File: src/rtl/ref_mem_pkg.sv
// Shared reference-memory constants, arbiter state encoding and bank/address helpers.
// Used by the refill arbiter and by the read address sequencer.
package ref_mem_pkg;

    localparam int NUM_BANKS = 32;
    localparam int GRP_BANKS = 4;
    localparam int ADDR_W    = 7;
    localparam int NUM_GRPS  = NUM_BANKS / GRP_BANKS;
    localparam int GRP_W     = $clog2(NUM_GRPS);

    typedef enum logic {
        ST_ARB   = 1'b0,
        ST_FORCE = 1'b1
    } arb_state_e;

    // Bank enables for group g: banks GRP_BANKS*g .. GRP_BANKS*g+GRP_BANKS-1.
    function automatic logic [NUM_BANKS-1:0] grp_mask(input logic [GRP_W-1:0] g);
        logic [NUM_BANKS-1:0] base;
        base = NUM_BANKS'({GRP_BANKS{1'b1}});
        return base << (GRP_BANKS * int'(g));
    endfunction

    // Places addr in every selected bank's slot; unselected slots read as 0.
    function automatic logic [ADDR_W*NUM_BANKS-1:0] pack_addr_slots(
        input logic [NUM_BANKS-1:0] sel,
        input logic [ADDR_W-1:0]    addr
    );
        logic [ADDR_W*NUM_BANKS-1:0] slots;
        slots = '0;
        for (int i = 0; i < NUM_BANKS; i++) begin
            if (sel[i]) slots[i*ADDR_W +: ADDR_W] = addr;
        end
        return slots;
    endfunction

endpackage

File: src/rtl/ref_refill_fifo.sv
// Register-based synchronous FIFO holding queued refill beats {group, addr, data}.
// DEPTH must be a power of two so the pointers wrap without compare logic.
module ref_refill_fifo #(
    parameter int W     = 8,
    parameter int DEPTH = 4
) (
    input  logic                         clk,
    input  logic                         rst_n,
    input  logic                         push_i,
    input  logic                         pop_i,
    input  logic [W-1:0]                 din_i,
    output logic [W-1:0]                 dout_o,
    output logic [$clog2(DEPTH+1)-1:0]   level_o,
    output logic                         full_o,
    output logic                         empty_o
);

    localparam int PTR_W = $clog2(DEPTH);
    localparam int LVL_W = $clog2(DEPTH + 1);

    logic [W-1:0]     mem_q [DEPTH];
    logic [PTR_W-1:0] wr_ptr_q, rd_ptr_q;
    logic [LVL_W-1:0] level_q;
    logic             do_push, do_pop;

    assign full_o  = (level_q == LVL_W'(DEPTH));
    assign empty_o = (level_q == '0);
    assign do_push = push_i & ~full_o;
    assign do_pop  = pop_i & ~empty_o;
    assign dout_o  = mem_q[rd_ptr_q];
    assign level_o = level_q;

    // Storage needs no reset: an entry is only read once level says it was written.
    always_ff @(posedge clk) begin
        if (do_push) mem_q[wr_ptr_q] <= din_i;
    end

    always_ff @(posedge clk or negedge rst_n) begin
        if (!rst_n) begin
            wr_ptr_q <= '0;
            rd_ptr_q <= '0;
            level_q  <= '0;
        end else begin
            if (do_push) wr_ptr_q <= wr_ptr_q + PTR_W'(1);
            if (do_pop)  rd_ptr_q <= rd_ptr_q + PTR_W'(1);
            case ({do_push, do_pop})
                2'b10:   level_q <= level_q + LVL_W'(1);
                2'b01:   level_q <= level_q - LVL_W'(1);
                default: level_q <= level_q;
            endcase
        end
    end

endmodule

File: src/rtl/ref_bank_refill_arb.sv
// Arbitrates the single-port reference banks between the read sequencer (priority)
// and queued refill writes, with a one-slot read stall to bound write starvation.
module ref_bank_refill_arb
    import ref_mem_pkg::*;
#(
    parameter int DATA_W       = 256,
    parameter int FIFO_DEPTH   = 4,
    parameter int STARVE_LIMIT = 16
) (
    input  logic                              clk,
    input  logic                              rst_n,
    input  logic                              wr_req_valid,
    output logic                              wr_req_ready,
    input  logic [GRP_W-1:0]                  wr_req_group,
    input  logic [ADDR_W-1:0]                 wr_req_addr,
    input  logic [DATA_W-1:0]                 wr_req_data,
    input  logic [NUM_BANKS-1:0]              rd_bank_busy,
    output logic                              rd_stall,
    output logic [NUM_BANKS-1:0]              Bank_sel,
    output logic [ADDR_W*NUM_BANKS-1:0]       write_address_all,
    output logic [DATA_W-1:0]                 wr_data_o,
    output logic [$clog2(FIFO_DEPTH+1)-1:0]   queue_level,
    output logic [9:0]                        wr_commit_cnt
);

    localparam int ENT_W = GRP_W + ADDR_W + DATA_W;
    localparam int CNT_W = $clog2(STARVE_LIMIT + 1);

    logic [ENT_W-1:0]     head;
    logic [GRP_W-1:0]     head_grp;
    logic [ADDR_W-1:0]    head_addr;
    logic [DATA_W-1:0]    head_data;
    logic [NUM_BANKS-1:0] head_mask;
    logic                 fifo_full, fifo_empty;
    logic                 head_valid, grant, push;

    arb_state_e                  state_q;
    logic [CNT_W-1:0]            starve_q;
    logic                        rd_stall_q;
    logic [NUM_BANKS-1:0]        bank_sel_q;
    logic [ADDR_W*NUM_BANKS-1:0] addr_all_q;
    logic [DATA_W-1:0]           wr_data_q;
    logic [9:0]                  commit_q;

    // Ready depends only on the registered level, so a full queue never pushes and pops together.
    assign wr_req_ready = ~fifo_full;
    assign push         = wr_req_valid & wr_req_ready;

    ref_refill_fifo #(
        .W     (ENT_W),
        .DEPTH (FIFO_DEPTH)
    ) u_fifo (
        .clk     (clk),
        .rst_n   (rst_n),
        .push_i  (push),
        .pop_i   (grant),
        .din_i   ({wr_req_group, wr_req_addr, wr_req_data}),
        .dout_o  (head),
        .level_o (queue_level),
        .full_o  (fifo_full),
        .empty_o (fifo_empty)
    );

    assign {head_grp, head_addr, head_data} = head;
    assign head_valid = ~fifo_empty;
    assign head_mask  = grp_mask(head_grp);
    // In FORCE the reader has been told to stay off the memory, so busy is ignored.
    assign grant      = head_valid &&
                        (state_q == ST_FORCE || (rd_bank_busy & head_mask) == '0);

    always_ff @(posedge clk or negedge rst_n) begin
        if (!rst_n) begin
            state_q    <= ST_ARB;
            starve_q   <= '0;
            rd_stall_q <= 1'b0;
            bank_sel_q <= '0;
            addr_all_q <= '0;
            wr_data_q  <= '0;
            commit_q   <= '0;
        end else begin
            if (grant) begin
                bank_sel_q <= head_mask;
                addr_all_q <= pack_addr_slots(head_mask, head_addr);
                wr_data_q  <= head_data;
                commit_q   <= commit_q + 10'd1;
            end else begin
                bank_sel_q <= '0;
                addr_all_q <= '0;
            end

            case (state_q)
                ST_ARB: begin
                    if (!head_valid || grant) begin
                        starve_q <= '0;
                    end else if (starve_q == CNT_W'(STARVE_LIMIT)) begin
                        state_q    <= ST_FORCE;
                        rd_stall_q <= 1'b1;
                    end else begin
                        starve_q <= starve_q + CNT_W'(1);
                    end
                end
                ST_FORCE: begin
                    starve_q   <= '0;
                    state_q    <= ST_ARB;
                    rd_stall_q <= 1'b0;
                end
                default: begin
                    state_q    <= ST_ARB;
                    rd_stall_q <= 1'b0;
                end
            endcase
        end
    end

    assign rd_stall          = rd_stall_q;
    assign Bank_sel          = bank_sel_q;
    assign write_address_all = addr_all_q;
    assign wr_data_o         = wr_data_q;
    assign wr_commit_cnt     = commit_q;

endmodule

File: config.mk
export PLATFORM = sky130hd
export DESIGN_NAME = ref_bank_refill_arb
export DESIGN_NICKNAME = d
export VERILOG_FILES = /design/src/rtl/ref_mem_pkg.sv /design/src/rtl/ref_refill_fifo.sv /design/src/rtl/ref_bank_refill_arb.sv
export SDC_FILE = /design/constraint.sdc
export NUM_CORES = 1
export LEC_CHECK = 0
export ABC_AREA = 1
export ABC_CLOCK_PERIOD_IN_PS = 36000
export CORE_UTILIZATION = 30
export DETAILED_ROUTE_END_ITERATION = 16
export PLACE_DENSITY = 0.5
export REMOVE_ABC_BUFFERS = 1
export SLEW_MARGIN = 10
export SYNTH_ARGS = -nofsm -noshare
export SYNTH_HDL_FRONTEND = slang
export SYNTH_SLANG_ARGS = --single-unit
File: constraint.sdc
create_clock -name clk -period 36 [get_ports clk]
set_clock_uncertainty 0.15 [all_clocks]
set_input_delay 3.6 -clock clk [delete_from_list [all_inputs] [get_ports clk]]
set_output_delay 3.6 -clock clk [all_outputs]
set_load 0.01 [all_outputs]
* Word-level counts from Yosys, hierarchy flattened
Memory sizes are Yosys's and may differ from the RTL's.
Index checks and enable logic that the tools add are counted.
** Storage, ports and cells
- Bits in registers :: 536
- Bits in writable memories :: 1064
- Input port bits :: 301
- Logic and storage cells :: 85
- Memories :: 1
** Memories
- u_fifo.mem_q :: words 4, bits a word 266, read ports 1, clocked after memory_dff 0, wr ports 1, RTL line ref_refill_fifo.sv:21 : logic [W-1:0] mem_q [DEPTH];
** Cells by class
- Add/sub/neg operators :: 6
- Eq/ne operators :: 7
- Shift-type cells :: 1
- Muxes and demuxes :: 46
- Bitwise logic cells :: 7
- Reductions and logical operators :: 7
** Operators by type and width (number)
- 224-bit 2-to-1 mux :: 1
- 7-bit 2-to-1 mux :: 32
- 32-bit bitwise AND :: 1
- 32-bit logical NOT :: 1
- 32-bit 2-to-1 mux :: 1
- 4-bit by 5-bit left shift with 32-bit output, first input constant :: 1
- 10-bit by 1-bit adder with 10-bit output, second input constant :: 1
- 5-bit 2-to-1 mux :: 2
- 5-bit one-hot mux with 2 select lines :: 1
- 1-bit 2-to-1 mux :: 6
- 3-bit one-hot mux with 2 select lines :: 1
- 5-bit by 1-bit adder with 5-bit output, second input constant :: 1
- 5-bit == test, second input constant :: 1
- 2-bit by 1-bit adder with 2-bit output, second input constant :: 2
- 2-bit != test, second input constant :: 2
- 1-bit one-hot mux with 2 select lines :: 2
- 3-bit by 1-bit adder with 3-bit output, second input constant :: 1
- 1-bit bitwise AND :: 3
- 3-bit == test, second input constant :: 1
- 3-bit logical NOT :: 1
- 3-bit != test, second input constant :: 1
- 1-bit inverter :: 3
- 3-bit by 1-bit subtractor with 3-bit output, second input constant :: 1
- 2-bit by 1-bit == test with 1-bit output, second input constant :: 1
- 5 further kinds :: 6

* Logic depth before layout (Yosys ltp)
Gate-level depths: netlist (run 1).
An unclocked memory read counts as a cell.
- Depth after elaboration :: 9
- Mapped depth :: 21
- Depth with buffers taken out :: 18

* Cells and area by module
A second synthesis (run 1) with hierarchy kept.
** Unflattened totals
- Cell total of the unflattened synthesis :: 4822
- Area total of the unflattened synthesis :: 57091.0 um^2
** By module, submodules not included
- ref_refill_fifo :: instances 1, cells each 3165, area an instance 42305.6 um^2, seq. area each 32125.8 um^2
- ref_bank_refill_arb :: instances 1, cells each 1657, area an instance 14785.4 um^2, seq. area each 8433.1 um^2

* Worst setup path after synthesis (run 1)
Ideal clock, no wire load.
- Path kind :: input to register
- Start point :: input wr_req_valid
- End point :: memory u_fifo.mem_q[0][0] (netlist name), enable pin
- Library setup time :: 899 ps
- Arrival :: 14802 ps
- Required time :: 34951 ps
- Path slack :: 20148 ps
- Cell stages on the path :: 2
- Buffers on the path :: 0
- Cell sequence :: nand2_1 -> nor2_1
** On the way
- Cells in the longest elaborated chain, start to end :: 4
** RTL lines
- start, declared :: RTL line ref_bank_refill_arb.sv:12 : input logic wr_req_valid,
- 1-bit bitwise AND :: RTL line ref_bank_refill_arb.sv:47 : assign push = wr_req_valid & wr_req_ready;
- 1-bit bitwise AND :: RTL line ref_refill_fifo.sv:28 : assign do_push = push_i & ~full_o;
- 1-bit 2-to-1 mux :: RTL line ref_refill_fifo.sv:35 : if (do_push) mem_q[wr_ptr_q] <= din_i;
- 1-bit 2-to-1 mux (implied by the code) :: RTL line ref_refill_fifo.sv:35
- end, declared :: RTL line ref_refill_fifo.sv:21
No other way between the ends.

* Final worst setup path (run 1)
- Start point :: input rd_bank_busy[2]
- End point :: register wr_data_q[109], in the netlist wr_data_o[109]
** On the way
- Cells in the longest elaborated chain, start to end :: 4
** RTL lines
- start, declared :: RTL line ref_bank_refill_arb.sv:17 : input logic [NUM_BANKS-1:0] rd_bank_busy,
- 32-bit bitwise AND :: RTL line ref_bank_refill_arb.sv:69 : (state_q == ST_FORCE || (rd_bank_busy & head_mask) == '0);
- 32-bit logical NOT :: RTL line ref_bank_refill_arb.sv:69
- 1-bit logical OR :: RTL line ref_bank_refill_arb.sv:69
- 1-bit logical AND :: RTL line ref_bank_refill_arb.sv:68 : assign grant = head_valid &&
- end signal, assigned :: RTL line ref_bank_refill_arb.sv:84 : wr_data_q <= head_data;
- end, declared :: RTL line ref_bank_refill_arb.sv:42 : logic [DATA_W-1:0] wr_data_q;
No other way between the ends.
A chain may end at the register's enable or synchronous reset.

==> flow_summary.ini, run 1 <==
[power]
switchingPower_mw = 2.569
seqPwrFrac_pct = 37.1
clockPowerShare_pct = 23.6
p_leak_nw = 24.79
p_int_mw = 3.982
vdd_drop_max_mv = 0.1638
switching_share_pct = 39.22
power.share.combinational_pct = 39.3
p_per_area_nw_per_um2 = 95.87

[worst_setup_path]
reg2reg_depth = 17
worstSetupPathType = input pin to flop
worst_setup_path_start_kind = input pin
worstPathMaxFanout = 93
cp.arrival_ns = 8.14
required_ns = 36.55
critPathCaptureType = flop

[clock_network]
cts_buffers = 156
post_cts.repair.setup_buffers = 0
cts.path.max_buffers = 3
cts_resized = 0
postCtsHoldBufs = 0
cts-htree-levels = 4
clkSinkCount = 1408
clk_latency_ns = 0.79
clk_pin_slew_worst_paths_ns = 0.06
root_buffer = clkbuf_16
cts_tree = done

[place]
dpl_cell_area_um2 = 63330
gp_congestion = 0.7629
port_buffers = 827
dp_hpwl_mm = 98.91

[timing]
fmax_mhz = 131.8
hold_viol = 0
finalSetupTns_ns = 0
max-slew-margin-rel_pct = 22.53
period_minus_slack_ns = 7.587
rsz0062_at_grt = no
worst_pin_slew_ns = 1.162
fin_crit_sh_pct = 21.08
setup_violations = 0
report.final.slew_viol_count = 0

[floorplan]
coreArea_um2 = 179000
ioPinCount = 828
std_cell_rows = 155
die_width_um = 427.0
die_h_um = 427.0
initial_core_util_pct = 30.27
dieArea_um2 = 182300

[synth]
synth_ff_type = edfxtp_1
yosys.cell_types.count = 26
synth-seq-area-share_pct = 74.85
syn_inst = 4293
synth_edf_count = 1064
netlist_top_cells_count = edfxtp_1, nand2_1, nor2_1, o21ai_0, dfrtp_1
yosysWarnings = 0
synth_area_um2 = 54190
synth.most_common_cell = edfxtp_1
ys_ff_latch = 1408
syn-mean-instance-area_um2 = 12.62
synth_top_area_cell = edfxtp_1
synth.top_cells.by_area = edfxtp_1, dfrtp_1, o21ai_0, nand2_1, nor2_1
async_reset_ff_share_pct = 24.43
yosysTopAreaCellShare_pct = 58.97

[drt]
initialDrtViolationCount = 2082
highest_layer = met5
viasPerCell = 4.764
via_count = 35110
drt_wl_total_mm = 162.3
drcViolationCount = 0
dr.pass1.iters = 5
antenna_left = 0
wl_per_cell_um = 22.03
routed-wl-met2_mm = 83.40
dr_wl_met3_mm = 8.410
m1WireLength_mm = 65.05

[cells_and_area]
layout.nets = 5184
drive_gt1_share_pct = 6.074
area_delta_synth_final_pct = 26.10
final_util_pct = 38.17
finish.instance_area_um2 = 68330
nFillCells = 17160

[global_routing]
grt_pass1_vias = 34100
grt_max_degree = 188
track_usage_pct = 17.31
antenna_found_initial = 35
grt_overflow = 0
grt_pass1_wl_mm = 234.0

[worst_hold_path]
min_path_type = flop to flop
hold_depth = 2

[status]
status = finished, final reports clean

[job]
maxCapViolations = 0
[cells in the final DEF (no fill, tap or decap), types with 3 or more instances in the layout]
cell type | netlist | final
a21oi_1 | 3 | 3
nand3_1 | 285 | 285
clkinv_2 | 0 | 22
buf_4 | 202 | 56
clkbuf_8 | 0 | 26
nand4_1 | 3 | 3
ha_1 | 8 | 8
nand2_2 | 4 | 4
o21ai_0 | 528 | 528
clkbuf_16 | 0 | 159
nor3_1 | 3 | 3
xor2_1 | 8 | 8
inv_1 | 26 | 26
clkdlybuf4s50_1 | 0 | 826
nor2_4 | 1 | 5
nor2_1 | 630 | 625
inv_6 | 0 | 6
bufinv_16 | 0 | 5
clkinv_1 | 0 | 9
nand2_1 | 645 | 645
edfxtp_1 | 1064 | 1064
clkbuf_1 | 205 | 55
inv_8 | 0 | 3
o22ai_1 | 263 | 263
xnor2_1 | 6 | 6
dfrtp_1 | 344 | 342
clkinvlp_4 | 0 | 4
buf_12 | 0 | 3
diode_2 | 0 | 10
[cell families after synthesis]
family | synth area share [%]
AND/OR/NAND/NOR | 11.65
flip-flops | 74.85
AO/OA/AOI/OAI | 7.941
buffers and inverters | 5.089
XOR/XNOR | 0.2263
adder cells (fa/ha/maj) | 0.2217
multiplexers | 0.02078
[per-stage QoR]
stage | std cells | hold WS, ns | power, mW | setup WS, ns
after floorplan | 3830 | 0.3586 | 3.952 | 13.05
after global placement | 7071 | 0.3042 | 5.081 | 27.68
after detailed placement | 7071 | 0.3075 | 5.104 | 27.62
after CTS | 7360 | 0.3221 | 6.674 | 28.49
after global routing | 7366 | 0.3335 | 6.976 | 28.13
final | 7370 | 0.3174 | 6.550 | 28.41
[power by group through the flow]
stage,Clock (mW),Sequential [mW],Combinational (mW)
after detailed placement,0,2.46,2.64
after global placement,0,2.46,2.62
after global routing,1.65,2.47,2.86
final,1.55,2.43,2.57
after floorplan,0,2.65,1.30
after CTS,1.59,2.44,2.64
[worst paths after layout]
kind	from	end	slack, ns
setup / recovery	rd_bank_busy[2]	wr_data_o[109]$_DFFE_PN0P_	28.41
hold / removal	wr_data_o[100]$_DFFE_PN0P_	wr_data_o[100]$_DFFE_PN0P_	0.32
setup reg to reg	u_fifo.rd_ptr_q[0]$_DFFE_PN0P_	wr_data_o[109]$_DFFE_PN0P_	29.23
hold reg to reg	wr_data_o[100]$_DFFE_PN0P_	wr_data_o[100]$_DFFE_PN0P_	0.32
max in group asynchronous	rst_n	wr_data_o[148]$_DFFE_PN0P_	30.36
min in group asynchronous	rst_n	write_address_all[111]$_DFF_PN0_	2.59
[registers in the layout (all words and copies together) (netlist names), 3 cells and up]
name               cells
Bank_sel               8
starve_q               5
write_address_all     56
u_fifo.level_o         3
wr_data_o            256
u_fifo.mem_q        1064
wr_commit_cnt         10
[final cells by class]
cell class	count	area, µm²	area share, %
tap	2355	2947	4.312
multi-input combinational	2392	10920	15.98
timing repair buffer	886	8763	12.83
clock buffer	240	4543	6.649
clock inverter	49	429.2	0.6281
sequential	1408	40570	59.37
inverter	30	135.1	0.1978
antenna	10	25.02	0.03662
[worst max-delay path: stages]
cell and delay [ns]:
clkdlybuf4s50_1 0.46, nor2_1 0.04, nand2_1 0.10, nand4_1 0.10, nand2_1 0.11, nor2_1 0.06
nand2_2 0.14, nand2_8 0.32, nand2_8 0.63, buf_4 0.64, buf_4 0.64, buf_4 0.74
nand2_1 0.12, nand2_1 0.09
[layer usage]
metal	GRT usage (%)	up-vias
li1	-	16240
met1	20.68	17520
met2	30.46	1055
met3	3.646	263
met4	6.452	38
met5	0	-
Note: power is estimated with default switching activity, not from simulation.
==> inputs of run 2 (changes only) <==
--- a/config.mk
+++ b/config.mk
@@ -6,10 +6,10 @@
 export NUM_CORES = 1
 export LEC_CHECK = 0
 export ABC_AREA = 1
-export ABC_CLOCK_PERIOD_IN_PS = 36000
+export ABC_CLOCK_PERIOD_IN_PS = 6650
 export CORE_UTILIZATION = 30
 export DETAILED_ROUTE_END_ITERATION = 16
-export PLACE_DENSITY = 0.5
+export PLACE_DENSITY = 0.52
 export REMOVE_ABC_BUFFERS = 1
 export SLEW_MARGIN = 10
 export SYNTH_ARGS = -nofsm -noshare
==> constraint.sdc (replaced) <==
create_clock -name clk -period 6.65 [get_ports clk]
set_clock_uncertainty 0.15 [all_clocks]
set_input_delay 0.665 -clock clk [delete_from_list [all_inputs] [get_ports clk]]
set_output_delay 0.665 -clock clk [all_outputs]
set_load 0.01 [all_outputs]
==> run 2 against run 1 <==
  * Hold slack worse by 0.0018 ns
  * Global-route usage grew 0.15 points
  * Non-clock buffer count fell by 5
  * Via count up 0.24%
  * Combinational power grew to 5.5 times the previous value
  * First-iteration DRC count grew 1.3%
  * Count of clock-buffer cells in the layout shrank 17
  * Wire length grew 1.1%
  * Register-to-register slack worse by 27 ns
  * Critical endpoint is now wr_data_o[180]$_DFFE_PN0P_
==> flow_summary.ini, run 2 (synthesis gave the netlist of run 1 again) <==
[worst_setup_path]
timing.rr.end = wr_data_o[180]$_DFFE_PN0P_
critPathCaptureType = flop
worstPathMaxFanout = 140
required_ns = 7.22
cp.arrival_ns = 5.07
reg2reg_depth = 14
worstSetupPathType = flop to flop
reg2reg_slack_ns = 2.15
worst_setup_path_start_kind = flop
reg2reg_from = u_fifo.rd_ptr_q[1]$_DFFE_PN0P_

[drt]
initialDrtViolationCount = 2110
viasPerCell = 4.766
wl_per_cell_um = 22.22
via_count = 35200
drcViolationCount = 0
drt_wl_total_mm = 164.1
antenna_left = 0
dr.pass1.iters = 7

[place]
dpl_cell_area_um2 = 63520
dp_hpwl_mm = 96.16
dp.cells = 7065
port_buffers = 827
place_ws_ns = 2.108
gp_congestion = 0.7663

[clock_network]
root_buffer = clkbuf_16
cts_tree = done
clk_latency_ns = 0.82
clkSinkCount = 1408
clk_pin_slew_worst_paths_ns = 0.06
cts_buffers = 157
cts_resized = 0
cts.path.max_buffers = 3
cts-htree-levels = 4

[power]
vdd_drop_max_mv = 0.9257
power_mw = 35.75
p_leak_nw = 24.87
p_per_area_nw_per_um2 = 520.7

[cells_and_area]
final_cells = 7385
area_delta_synth_final_pct = 26.71
multiInputGateArea_um2 = 10920
final_util_pct = 38.36
regMostFlops = u_fifo.mem_q
final_cell_mix = edfxtp_1, clkdlybuf4s50_1, nand2_1
ff_latch_area_um2 = 40570
nFillCells = 17110
final_common_cell = edfxtp_1
largest_reg_flops = 1064
drive_gt1_share_pct = 6.074
layout.nets = 5180
finish.instance_area_um2 = 68660

[global_routing]
grt_max_degree = 194
grt_use_met2_pct = 31.02
track_usage_pct = 17.46
grt_overflow = 0
grt_pass1_wl_mm = 233.0
antenna_found_initial = 44
use_met1_pct = 20.12
grt_most_used_layer = met2
gr-usage-met3_pct = 3.788
grt_pass1_vias = 33870

[floorplan]
die_h_um = 427.0
coreArea_um2 = 179000
ioPinCount = 828
std_cell_rows = 155
die_width_um = 427.0
dieArea_um2 = 182300
initial_core_util_pct = 30.27

[timing]
setup_violations = 0
worst_pin_slew_ns = 1.277
hold_slack_ns = 0.3156
max-slew-margin-rel_pct = 14.85
finalSetupTns_ns = 0
fmax_mhz = 222.1
fin_crit_sh_pct = 67.70
layout_setup_ws_ns = 2.148
hold_viol = 0
rsz0062_at_grt = no
period_minus_slack_ns = 4.502
report.final.slew_viol_count = 0

[job]
maxCapViolations = 0

[status]
status = finished, final reports clean

[worst_hold_path]
min_path_type = input pin to asynchronous set/reset pin
run 2: changes by cell type in the layout (fill, tap and decap cells not counted), sizes merged:
cell / delta
bufinv: +1
dlygate4sd3: +1
inv: +1
clkinv: +17
diode: +15
clkinvlp: +3
buf: -6
clkbuf: -17
run 2: layer usage:
layer / share of wire, % / vias to the layer above
li1: - / 16260
met1: 39 / 17520
met2: 52 / 1091
met3: 5.4 / 293
met4: 3.6 / 36
met5: 0.15 / -
run 2: cell type report:
cell class              instances  area share, %
inverters                      30         0.1968
well taps                    2355          4.292
repair buffers                881          13.06
clock inverters                71         0.9367
diodes                         25        0.09112
flip-flops and latches       1408          59.08
multi-input cells            2392          15.90
clock buffers                 223          6.440
run 2: how the worst max path moves through the flow:
stage	startpoint	end	slack (ns)	cells after the start
3_3_place_gp	u_fifo.rd_ptr_q[1]$_DFFE_PN0P_	u_fifo.level_o[2]$_DFFE_PN0P_	2.00	17
5_1_grt	u_fifo.rd_ptr_q[1]$_DFFE_PN0P_	u_fifo.level_o[2]$_DFFE_PN0P_	1.69	17
6_report	u_fifo.rd_ptr_q[1]$_DFFE_PN0P_	wr_data_o[180]$_DFFE_PN0P_	2.15	14
2_1_floorplan	u_fifo.rd_ptr_q[0]$_DFFE_PN0P_	u_fifo.level_o[2]$_DFFE_PN0P_	-16.30	18
4_1_cts	u_fifo.rd_ptr_q[1]$_DFFE_PN0P_	u_fifo.level_o[2]$_DFFE_PN0P_	2.09	17
3_5_place_dp	u_fifo.rd_ptr_q[1]$_DFFE_PN0P_	u_fifo.level_o[2]$_DFFE_PN0P_	2.11	17
run 2: power breakdown:
group	switching [mW]	internal, mW
Sequential	1.08	12.0
Clock	3.61	4.90
Combinational	9.40	4.78
Total	14.1	21.7
run 2: what timing repair did:
| item | CTS | global route |
|---|---|---|
| hold buffers | 1 | 0 |
| setup buffers | 0 | 0 |
| hold endpoints to repair | 79 | 0 |
run 2: worst max-delay path: stages (launching register included):
cell and delay, ns:
dfrtp_4 0.69, inv_8 0.46, nand3_1 0.14, nand2_1 0.17
nand2_2 0.10, nor2_4 0.22, nand2_1 0.08, nand2_1 0.07
nor2_1 0.05, nand2_2 0.12, nand2_8 0.31, nand2_8 0.50
buf_12 0.50, nand2_1 0.14, nand2_1 0.10
